[src/rtl/fifo_burst_reader.sv]
// Burst read master for the synchronous FIFO: fetches BURST_LEN bytes per burst into a
// 2-entry skid buffer feeding a valid/ready stream. `define FIFO_BURST_READER_STATS_EN adds pop/stall counters.
module fifo_burst_reader #(
  parameter int DATA_W    = 8,
  parameter int BURST_LEN = 4
) (
  input  logic              clk_single_domain,
  input  logic              rst,
  input  logic              enable,
  input  logic              empty,
  input  logic [DATA_W-1:0] rdata,
  input  logic              rvalid,
  output logic              ren,
  output logic [DATA_W-1:0] m_data,
  output logic              m_valid,
  output logic              m_last,
  input  logic              m_ready,
  output logic              busy,
  output logic              err_unexpected
`ifdef FIFO_BURST_READER_STATS_EN
  ,
  output logic [31:0]       stat_bytes,
  output logic [31:0]       stat_stall
`endif
);

  localparam int            CW = $clog2(BURST_LEN + 1);
  localparam logic [CW-1:0] BL = CW'(BURST_LEN);

  typedef enum logic [1:0] {IDLE, FETCH, DRAIN} state_t;

  state_t                       state_q, state_d;
  logic [1:0]                   occ_q, occ_d;
  logic                         inflight_q;
  logic [CW-1:0]                issue_cnt_q, issue_cnt_d;
  logic [CW-1:0]                deliv_cnt_q, deliv_cnt_d;
  logic [1:0][DATA_W-1:0]       dat_q, dat_d;
  logic [1:0]                   lst_q, lst_d;
  logic                         err_q, err_d;
  logic                         pop, push, push_last;
  logic [2:0]                   pend;

  assign m_valid        = (occ_q != 2'd0);
  assign m_data         = dat_q[0];
  assign m_last         = lst_q[0];
  assign pop            = m_valid & m_ready;
  assign busy           = (state_q != IDLE);
  assign err_unexpected = err_q;

  // Room check counts the byte leaving this cycle so a full buffer can still stream 1 byte/cycle.
  assign pend = {1'b0, occ_q} + {2'b00, inflight_q};
  assign ren  = (state_q == FETCH) && !empty && (issue_cnt_q < BL) &&
                (pend < (3'd2 + {2'b00, pop}));

  // issue_cnt has already advanced past the byte now returning, so it equals index+1.
  assign push      = rvalid & inflight_q;
  assign push_last = (issue_cnt_q == BL);
  assign err_d     = err_q | (rvalid & ~inflight_q);

  always_comb begin
    dat_d = dat_q;
    lst_d = lst_q;
    occ_d = occ_q;
    if (pop) begin
      dat_d[0] = dat_q[1];
      lst_d[0] = lst_q[1];
      occ_d    = occ_q - 2'd1;
    end
    if (push) begin
      dat_d[occ_d[0]] = rdata;
      lst_d[occ_d[0]] = push_last;
      occ_d           = occ_d + 2'd1;
    end
  end

  always_comb begin
    state_d     = state_q;
    issue_cnt_d = issue_cnt_q;
    deliv_cnt_d = deliv_cnt_q;
    case (state_q)
      IDLE: begin
        issue_cnt_d = '0;
        deliv_cnt_d = '0;
        if (enable && !empty) state_d = FETCH;
      end
      FETCH: begin
        if (ren) issue_cnt_d = issue_cnt_q + 1'b1;
        if (pop) deliv_cnt_d = deliv_cnt_q + 1'b1;
        if (issue_cnt_d == BL) state_d = DRAIN;
      end
      DRAIN: begin
        if (pop) deliv_cnt_d = deliv_cnt_q + 1'b1;
        if (deliv_cnt_d == BL) state_d = IDLE;
      end
      default: state_d = IDLE;
    endcase
  end

  always_ff @(posedge clk_single_domain) begin
    if (rst) begin
      state_q     <= IDLE;
      occ_q       <= 2'd0;
      inflight_q  <= 1'b0;
      issue_cnt_q <= '0;
      deliv_cnt_q <= '0;
      dat_q       <= '0;
      lst_q       <= '0;
      err_q       <= 1'b0;
    end else begin
      state_q     <= state_d;
      occ_q       <= occ_d;
      inflight_q  <= ren;
      issue_cnt_q <= issue_cnt_d;
      deliv_cnt_q <= deliv_cnt_d;
      dat_q       <= dat_d;
      lst_q       <= lst_d;
      err_q       <= err_d;
    end
  end

`ifdef FIFO_BURST_READER_STATS_EN
  always_ff @(posedge clk_single_domain) begin
    if (rst) begin
      stat_bytes <= '0;
      stat_stall <= '0;
    end else begin
      if (pop && !(&stat_bytes)) stat_bytes <= stat_bytes + 32'd1;
      if (m_valid && !m_ready && !(&stat_stall)) stat_stall <= stat_stall + 32'd1;
    end
  end
`endif

endmodule

[config.mk]
export PLATFORM = sky130hd
export DESIGN_NAME = fifo_burst_reader
export DESIGN_NICKNAME = d
export VERILOG_FILES = /design/src/rtl/fifo_burst_reader.sv
export SDC_FILE = /design/constraint.sdc
export NUM_CORES = 1
export LEC_CHECK = 0
export ABC_AREA = 1
export ABC_CLOCK_PERIOD_IN_PS = 2740
export CAP_MARGIN = 5
export CORE_UTILIZATION = 50
export CTS_BUF_LIST = sky130_fd_sc_hd__clkbuf_2 sky130_fd_sc_hd__clkbuf_4 sky130_fd_sc_hd__clkbuf_8
export DETAILED_ROUTE_END_ITERATION = 6
export PLACE_DENSITY_LB_ADDON = 0.12
export SLEW_MARGIN = 20
export SYNTH_ARGS = -nofsm -noshare
export SYNTH_HDL_FRONTEND = slang
export SYNTH_SLANG_ARGS = --single-unit
[constraint.sdc]
create_clock -name clk_single_domain -period 2.74 [get_ports clk_single_domain]
set_clock_uncertainty 0.2 [all_clocks]
set_input_delay 0.548 -clock clk_single_domain [delete_from_list [all_inputs] [get_ports clk_single_domain]]
set_output_delay 0.548 -clock clk_single_domain [all_outputs]
set_load 0.1 [all_outputs]
==> results of run 1 <==
## metal layers
metal / track usage / vias up / part of all wire
li1: - / 779 / -
met1: 0.2905 / 608 / 0.55
met2: 0.2921 / 34 / 0.39
met3: 0.04585 / 8 / 0.038
met4: 0.1156 / 0 / 0.022
met5: 0 / - / 0
## flip-flops by register name, indices dropped and copies added, names as in the netlist
signal          count
deliv_cnt_q         3
occ_q               2
issue_cnt_q         3
m_data              8
state_q             2
lst_q               2
inflight_q          1
err_unexpected      1
dat_q               8
## cell type report
class / instances / share of cell area
Multi-Input combinational cell: 162 / 0.4308
Sequential cell: 30 / 0.3059
Timing Repair Buffer: 31 / 0.1415
Inverter: 28 / 0.05354
Clock buffer: 8 / 0.04015
Tap cell: 44 / 0.02804
## Yosys cell counts
cell	n
sky130_fd_sc_hd__inv_1	25
sky130_fd_sc_hd__nor3_1	5
sky130_fd_sc_hd__buf_2	1
sky130_fd_sc_hd__nand3b_1	3
sky130_fd_sc_hd__o21ai_1	2
sky130_fd_sc_hd__nand2_4	1
sky130_fd_sc_hd__a22oi_1	1
sky130_fd_sc_hd__buf_4	9
sky130_fd_sc_hd__buf_6	1
sky130_fd_sc_hd__a21oi_1	16
sky130_fd_sc_hd__dfxtp_1	30
sky130_fd_sc_hd__inv_2	3
sky130_fd_sc_hd__nand2_1	59
sky130_fd_sc_hd__o21ai_0	19
sky130_fd_sc_hd__ha_1	12
sky130_fd_sc_hd__nor2_4	1
sky130_fd_sc_hd__nor2_1	24
sky130_fd_sc_hd__clkbuf_1	4
sky130_fd_sc_hd__xor2_2	1
sky130_fd_sc_hd__nand3_1	9
sky130_fd_sc_hd__nand2_2	4
sky130_fd_sc_hd__nor2_2	4
sky130_fd_sc_hd__nand3_2	1
## worst max-delay path by stage
stage	start	depth (start not counted)	endpoint	slack, ns
2_1_floorplan	occ_q[0]	7	ren	0.27
3_3_place_gp	m_ready	6	ren	0.24
3_5_place_dp	m_ready	8	dat_q[12]	0.23
4_1_cts	m_ready	6	ren	0.24
5_1_grt	state_q[1]	7	ren	0.11
6_report	state_q[1]	7	ren	0.24
## worst max-delay path, delay by kind of cell, from the launching register on
family / cells / cell delay (ns)
flip-flops: 1 / 0.35
AND/OR/NAND/NOR: 3 / 0.39
adder cells (fa/ha/maj): 1 / 0.30
buffers and inverters: 3 / 0.37
## through the flow
| step | utilization | power, W | setup slack [ns] | cells |
|---|---|---|---|---|
| 2_1_floorplan | - | 0.001185 | 0.2745 | 235 |
| 3_3_place_gp | 0.6073 | 0.001368 | 0.2360 | 295 |
| 3_5_place_dp | 0.6073 | 0.001371 | 0.2254 | 295 |
| 4_1_cts | 0.6327 | 0.001705 | 0.2376 | 303 |
| 5_1_grt | 0.6327 | 0.001806 | 0.1059 | 303 |
| 6_report | 0.6327 | 0.001698 | 0.2361 | 303 |
## kinds of logic (layout without fill, tap and decap cells)
logic type / after synthesis / after routing / share of synthesized area
XOR/XNOR: 1 / 1 / 0.009859
AND/OR/NAND/NOR: 111 / 111 / 0.2949
flip-flops: 30 / 30 / 0.3639
adder cells (fa/ha/maj): 12 / 12 / 0.09098
AO/OA/AOI/OAI: 38 / 38 / 0.1168
buffers and inverters: 43 / 67 / 0.1236
## power by group
| part | total, W | switching, W | internal [W] |
|---|---|---|---|
| clock | 0.000337 | 0.000162 | 0.000175 |
| sequential | 0.000519 | 0.0000386 | 0.000480 |
| combinational | 0.000842 | 0.000596 | 0.000246 |
==> reports/qor.yml, run 1 <==
cts_tree: "built"
timing.critical_path.slowest_cell_delay_ns: 0.35
synth_seq_cells: 30
run_status: "complete, no violations"
layout.cells.most_common: "sky130_fd_sc_hd__nand2_1"
detailed_place.area_mm2: 0.001884
timing.fmax_ghz: 0.3994
layout.filler_cells: 302
cts.sinks: 30
worstReg2RegStart: "occ_q[0]"
fin_worst_hold_slack_ns: 0.2849
setup.worst_path.start_class: "flop"
buffer_ports.inserted: 26
timing.critical_path.cells: "inv_1 -> ha_1 -> nand2_1 -> nor2_2 -> nand2_2 -> inv_2 -> buf_12"
seqCellArea_um2: 600.6
postCtsResizedCells: 0
critical_path.endpoint_type: "output port"
setup_viol: 0
r2r_cells: 10
routed-via-count: 1429
max_slew_margin: 0.6565
synth_seq_area_share: 0.3639
wirelength_um: 3165
hold_viol_final: 0
drt_iter0_drc: 78
multiInputGateArea_um2: 845.8
synth.yosys.warnings: 0
place_congestion: 0.7882
power.static_leakage_nw: 0.9474
synth.avg_cell_area_um2: 7.023
grt_max_degree: 22
gr-usage-all-layers: 0.2078
grt_pass1_vias: 1283
drc: 0
clk_pin_slew_worst_paths_ns: 0.10
design.final.nets: 284
worst_path_max_delay_cell: "sky130_fd_sc_hd__dfxtp_1"
final_max_slew_viol_count: 0
placementRows: 20
wl_per_cell_um: 10.45
root_buffer: "sky130_fd_sc_hd__clkbuf_4"
hpwl_um: 2195
crit_path_max_fanout: 7
r2r_setup_slack_ns: 0.60
power_per_cell_area_mw_per_mm2: 865.0
timing_worst_setup_path_type: "flop to output port"
cp.arrival_ns: 1.76
clock_tree.buffer_depth: 2
overflow_left_after_global_routing: 0
drtAntennaViolNets: 0
global_route_wire_length_before_repair_um: 5430
max_cap_viol_count: 0
start_util: 0.5319
fin_crit_sh: 0.9138
antenna_found_initial: 0
die_width_um: 59.45
hold_path_startpoint: "err_unexpected"
grt_setup_unrepaired: "no"
num_antenna_cells: 0
slew_at_the_pin_with_the_worst_max_slew_slack_ns: 0.5148
post_drt_via_cell_ratio: 4.716
worstHoldPathCells: 2
cts_inserted_buffers: 5
synth_top_area_share: 0.3639
syn_area_mm2: 0.001650
post_synthesis_net_count: 261
io_pins: 27
timing.rr.end: "dat_q[14]"
fraction_of_layout_cells_with_a_size_suffix_above_1: 0.1583
synthDominantAreaCellType: "sky130_fd_sc_hd__dfxtp_1"
die_y_extent_um: 59.45
worstHoldEndpoint: "err_unexpected"
number_of_distinct_library_cell_variants_in_the_gate_level_netlist_after_synthesis: 23
coreArea_mm2: 0.003103
timing.critical_path.required_ns: 1.99
cts-hold-fix-buffers: 0
flow.area_growth_from_synthesis_pct: 18.95
clk_latency_ns: 0.34
layout.cells.most_common_list: "sky130_fd_sc_hd__nand2_1, sky130_fd_sc_hd__dfxtp_1, sky130_fd_sc_hd__inv_1"
finalCriticalPeriod_ns: 2.504
final_cell_area_mm2: 0.001963
cts.repair_timing.setup_buffer_count: 0
synthesis.instances: 235
cts-htree-levels: 2
drt-pass1-iter-count: 5
setup_total_negative_slack_ns: 0
synthTopCellsByArea: "sky130_fd_sc_hd__dfxtp_1, sky130_fd_sc_hd__nand2_1, sky130_fd_sc_hd__ha_1"
min-delay-path-class: "flop to flop"
die_area_mm2: 0.003534
peakVddDrop_mv: 0.4375
Note: power is estimated with default switching activity, not from simulation.
==> inputs of run 2 (changes only) <==
--- a/config.mk
+++ b/config.mk
@@ -10,8 +10,9 @@
 export CAP_MARGIN = 5
 export CORE_UTILIZATION = 50
 export CTS_BUF_LIST = sky130_fd_sc_hd__clkbuf_2 sky130_fd_sc_hd__clkbuf_4 sky130_fd_sc_hd__clkbuf_8
+export CTS_CLUSTER_SIZE = 10
 export DETAILED_ROUTE_END_ITERATION = 6
-export PLACE_DENSITY_LB_ADDON = 0.12
+export PLACE_DENSITY = 0.88
 export SLEW_MARGIN = 20
 export SYNTH_ARGS = -nofsm -noshare
 export SYNTH_HDL_FRONTEND = slang
==> run 2 against run 1 <==
  * Worst hold slack got worse by 0.011 ns
  * Combinational power decreased by 3.2%
  * Core utilization decreased by 0.73 points
  * Worst setup slack got worse by 0.012 ns
  * Clock-buffer cell count decreased by 2
  * Maximum frequency decreased by 0.50%
==> reports/qor.yml, run 2 (synthesis results as in run 1) <==
timing_worst_setup_path_type: "flop to output port"  # unchanged
power.net_switching_w: 0.0007859  # was 0.0007965 W
antenna_found_initial: 0  # unchanged
hpwl_um: 2337  # was 2195 um
fin_worst_hold_slack_ns: 0.2738  # was 0.2849 ns
place_congestion: 0.8729  # was 0.7882
clk_latency_ns: 0.34  # about the same
postCtsResizedCells: 0  # unchanged
placementRows: 20  # unchanged
max_slew_margin: 0.6483  # was 0.6565
run_status: "complete, no violations"  # unchanged
cts_tree: "built"  # unchanged
worstSetupStartpoint: "state_q[1]"  # unchanged
cts_inserted_buffers: 5  # unchanged
global_route_wire_length_before_repair_um: 5561  # was 5430 um
power.combinational.fraction: 0.503  # was 0.496
final_cell_area_mm2: 0.001941  # was 0.001963 mm2
gr-usage-all-layers: 0.2093  # was 0.2078
hold_viol_final: 0  # unchanged
peakVddDrop_mv: 0.5075  # was 0.4375 mV
cts-htree-levels: 2  # unchanged
die_y_extent_um: 59.45  # unchanged
critical_path.endpoint_type: "output port"  # unchanged
final_max_slew_viol_count: 0  # unchanged
min-delay-path-class: "flop to flop"  # unchanged
overflow_left_after_global_routing: 0  # unchanged
cp.arrival_ns: 1.77  # was 1.76 ns
critical_path_buf_inv_count: 3  # unchanged
worstReg2RegStart: "occ_q[0]"  # unchanged
die_area_mm2: 0.003534  # unchanged
setup_total_negative_slack_ns: 0  # unchanged
wirelength_um: 3180  # was 3165 um
setup.worst_path.start_class: "flop"  # unchanged
cts.sinks: 30  # unchanged
io_pins: 27  # unchanged
cts-hold-fix-buffers: 0  # unchanged
start_util: 0.5319  # unchanged
post_drt_via_cell_ratio: 4.934  # was 4.716
finalCriticalPeriod_ns: 2.516  # was 2.504 ns
clock_power_share: 0.175  # was 0.198
flow.area_growth_from_synthesis_pct: 17.59  # was 18.95%
worst_path_max_delay_cell: "sky130_fd_sc_hd__dfxtp_1"  # unchanged
setup_slack_ns: 0.2236  # was 0.2361 ns
internal_power_w: 0.0008342  # was 0.0009016 W
die_width_um: 59.45  # unchanged
timing.rr.end: "dat_q[15]"  # was dat_q[14]
crit_family: "simple AND/OR/NAND/NOR gates"  # unchanged
layout.cells.most_common_list: "sky130_fd_sc_hd__nand2_1, sky130_fd_sc_hd__dfxtp_1, sky130_fd_sc_hd__inv_1"  # unchanged
grt_max_degree: 22  # unchanged
grt_pass1_vias: 1395  # was 1283
root_buffer: "sky130_fd_sc_hd__clkbuf_4"  # unchanged
drt_iter0_drc: 63  # was 78
post-place-ws_ns: 0.1310  # was 0.2254 ns
timing.critical_path.cells: "inv_1 -> ha_1 -> nand2_1 -> nor2_2 -> nand2_2 -> inv_2 -> buf_12"  # unchanged
fin_crit_sh: 0.9184  # was 0.9138
timing.critical_path.slowest_cell_delay_ns: 0.36  # was 0.35 ns
wl_per_cell_um: 10.53  # was 10.45 um
drtAntennaViolNets: 0  # unchanged
fraction_of_layout_cells_with_a_size_suffix_above_1: 0.1550  # was 0.1583
drt-pass1-iter-count: 4  # was 5
hold_path_startpoint: "deliv_cnt_q[2]"  # was err_unexpected
power_per_cell_area_mw_per_mm2: 834.8  # was 865.0 mW/mm2
coreArea_mm2: 0.003103  # unchanged
clk_pin_slew_worst_paths_ns: 0.09  # was 0.10 ns
slew_at_the_pin_with_the_worst_max_slew_slack_ns: 0.5269  # was 0.5148 ns
worstHoldEndpoint: "deliv_cnt_q[2]"  # was err_unexpected
cts.repair_timing.setup_buffer_count: 0  # unchanged
worstHoldPathCells: 2  # unchanged
buffer_ports.inserted: 26  # unchanged
grt_setup_unrepaired: "no"  # unchanged
fin_total_pwr_w: 0.001620  # was 0.001698 W
drc: 0  # unchanged
timing.critical_path.required_ns: 1.99  # about the same
max_cap_viol_count: 0  # unchanged
detailed_place.area_mm2: 0.001877  # was 0.001884 mm2
setup_viol: 0  # unchanged
power.switching_fraction: 0.4851  # was 0.4690
r2r_cells: 10  # unchanged
clock_tree.buffer_depth: 2  # unchanged
part_of_the_power_in_registers: 0.322  # was 0.306
design.final.nets: 283  # was 284
timing.fmax_ghz: 0.3974  # was 0.3994 GHz
r2r_setup_slack_ns: 0.51  # was 0.60 ns
power.static_leakage_nw: 0.9318  # was 0.9474 nW
num_antenna_cells: 0  # unchanged
routed-via-count: 1490  # was 1429
layout.cells.most_common: "sky130_fd_sc_hd__nand2_1"  # unchanged
crit_path_max_fanout: 7  # unchanged
[run 2: cell types whose count changed in the layout (fill, tap and decap cells not counted), sizes merged]
cell | previous run | this run
buf | 18 | 17
clkinvlp | 0 | 1
clkinv | 0 | 1
clkbuf | 8 | 6
[run 2: area by class of cell]
cell class              instances  area [um2]
clock buffers                   6       51.30
clock inverters                 2       12.51
fillers                       292        1162
inverters                      28       105.1
multi-input cells             162       845.8
flip-flops and latches         30       600.6
well taps                      44       55.05
repair buffers                 30       270.3
[run 2: power by group through the flow]
stage               Combinational, W  Clock, W  Sequential [W]
floorplan                   0.000645         0        0.000540
global placement            0.000807         0        0.000530
detailed placement          0.000816         0        0.000531
CTS                         0.000820  0.000288        0.000522
global route                0.000896  0.000313        0.000528
finish                      0.000815  0.000284        0.000521
[run 2: worst max path at each step]
stage | cells after the start | endpoint | slack [ns]
floorplan | 7 | ren | 0.27
global placement | 8 | dat_q[15] | 0.21
detailed placement | 8 | dat_q[13] | 0.13
CTS | 7 | ren | 0.24
global route | 6 | ren | 0.12
finish | 7 | ren | 0.22
[run 2: worst reg2reg max path, delay by kind of cell, from the launching register on]
family / cells / cell delay (ns)
simple gates: 3 / 0.26
xor+xnor: 1 / 0.16
fa+ha+maj: 2 / 0.65
buf+inv: 4 / 0.46
flops: 1 / 0.41
[run 2: stage by stage]
| stage | std cells | util |
|---|---|---|
| finish | 302 | 0.6254 |
| global route | 302 | 0.6254 |
| CTS | 302 | 0.6254 |
| detailed placement | 294 | 0.6048 |
| global placement | 294 | 0.6048 |
| floorplan | 235 | - |
[run 2: metal layers]
| layer | GRT usage | vias up | wire length [um] |
|---|---|---|---|
| met2 | 0.3547 | 51 | 1459 |
| met5 | 0 | - | 0 |
| met1 | 0.2375 | 659 | 1477 |
| met4 | 0.08844 | 0 | 39 |
| met3 | 0.07205 | 6 | 203 |
| li1 | - | 774 | - |
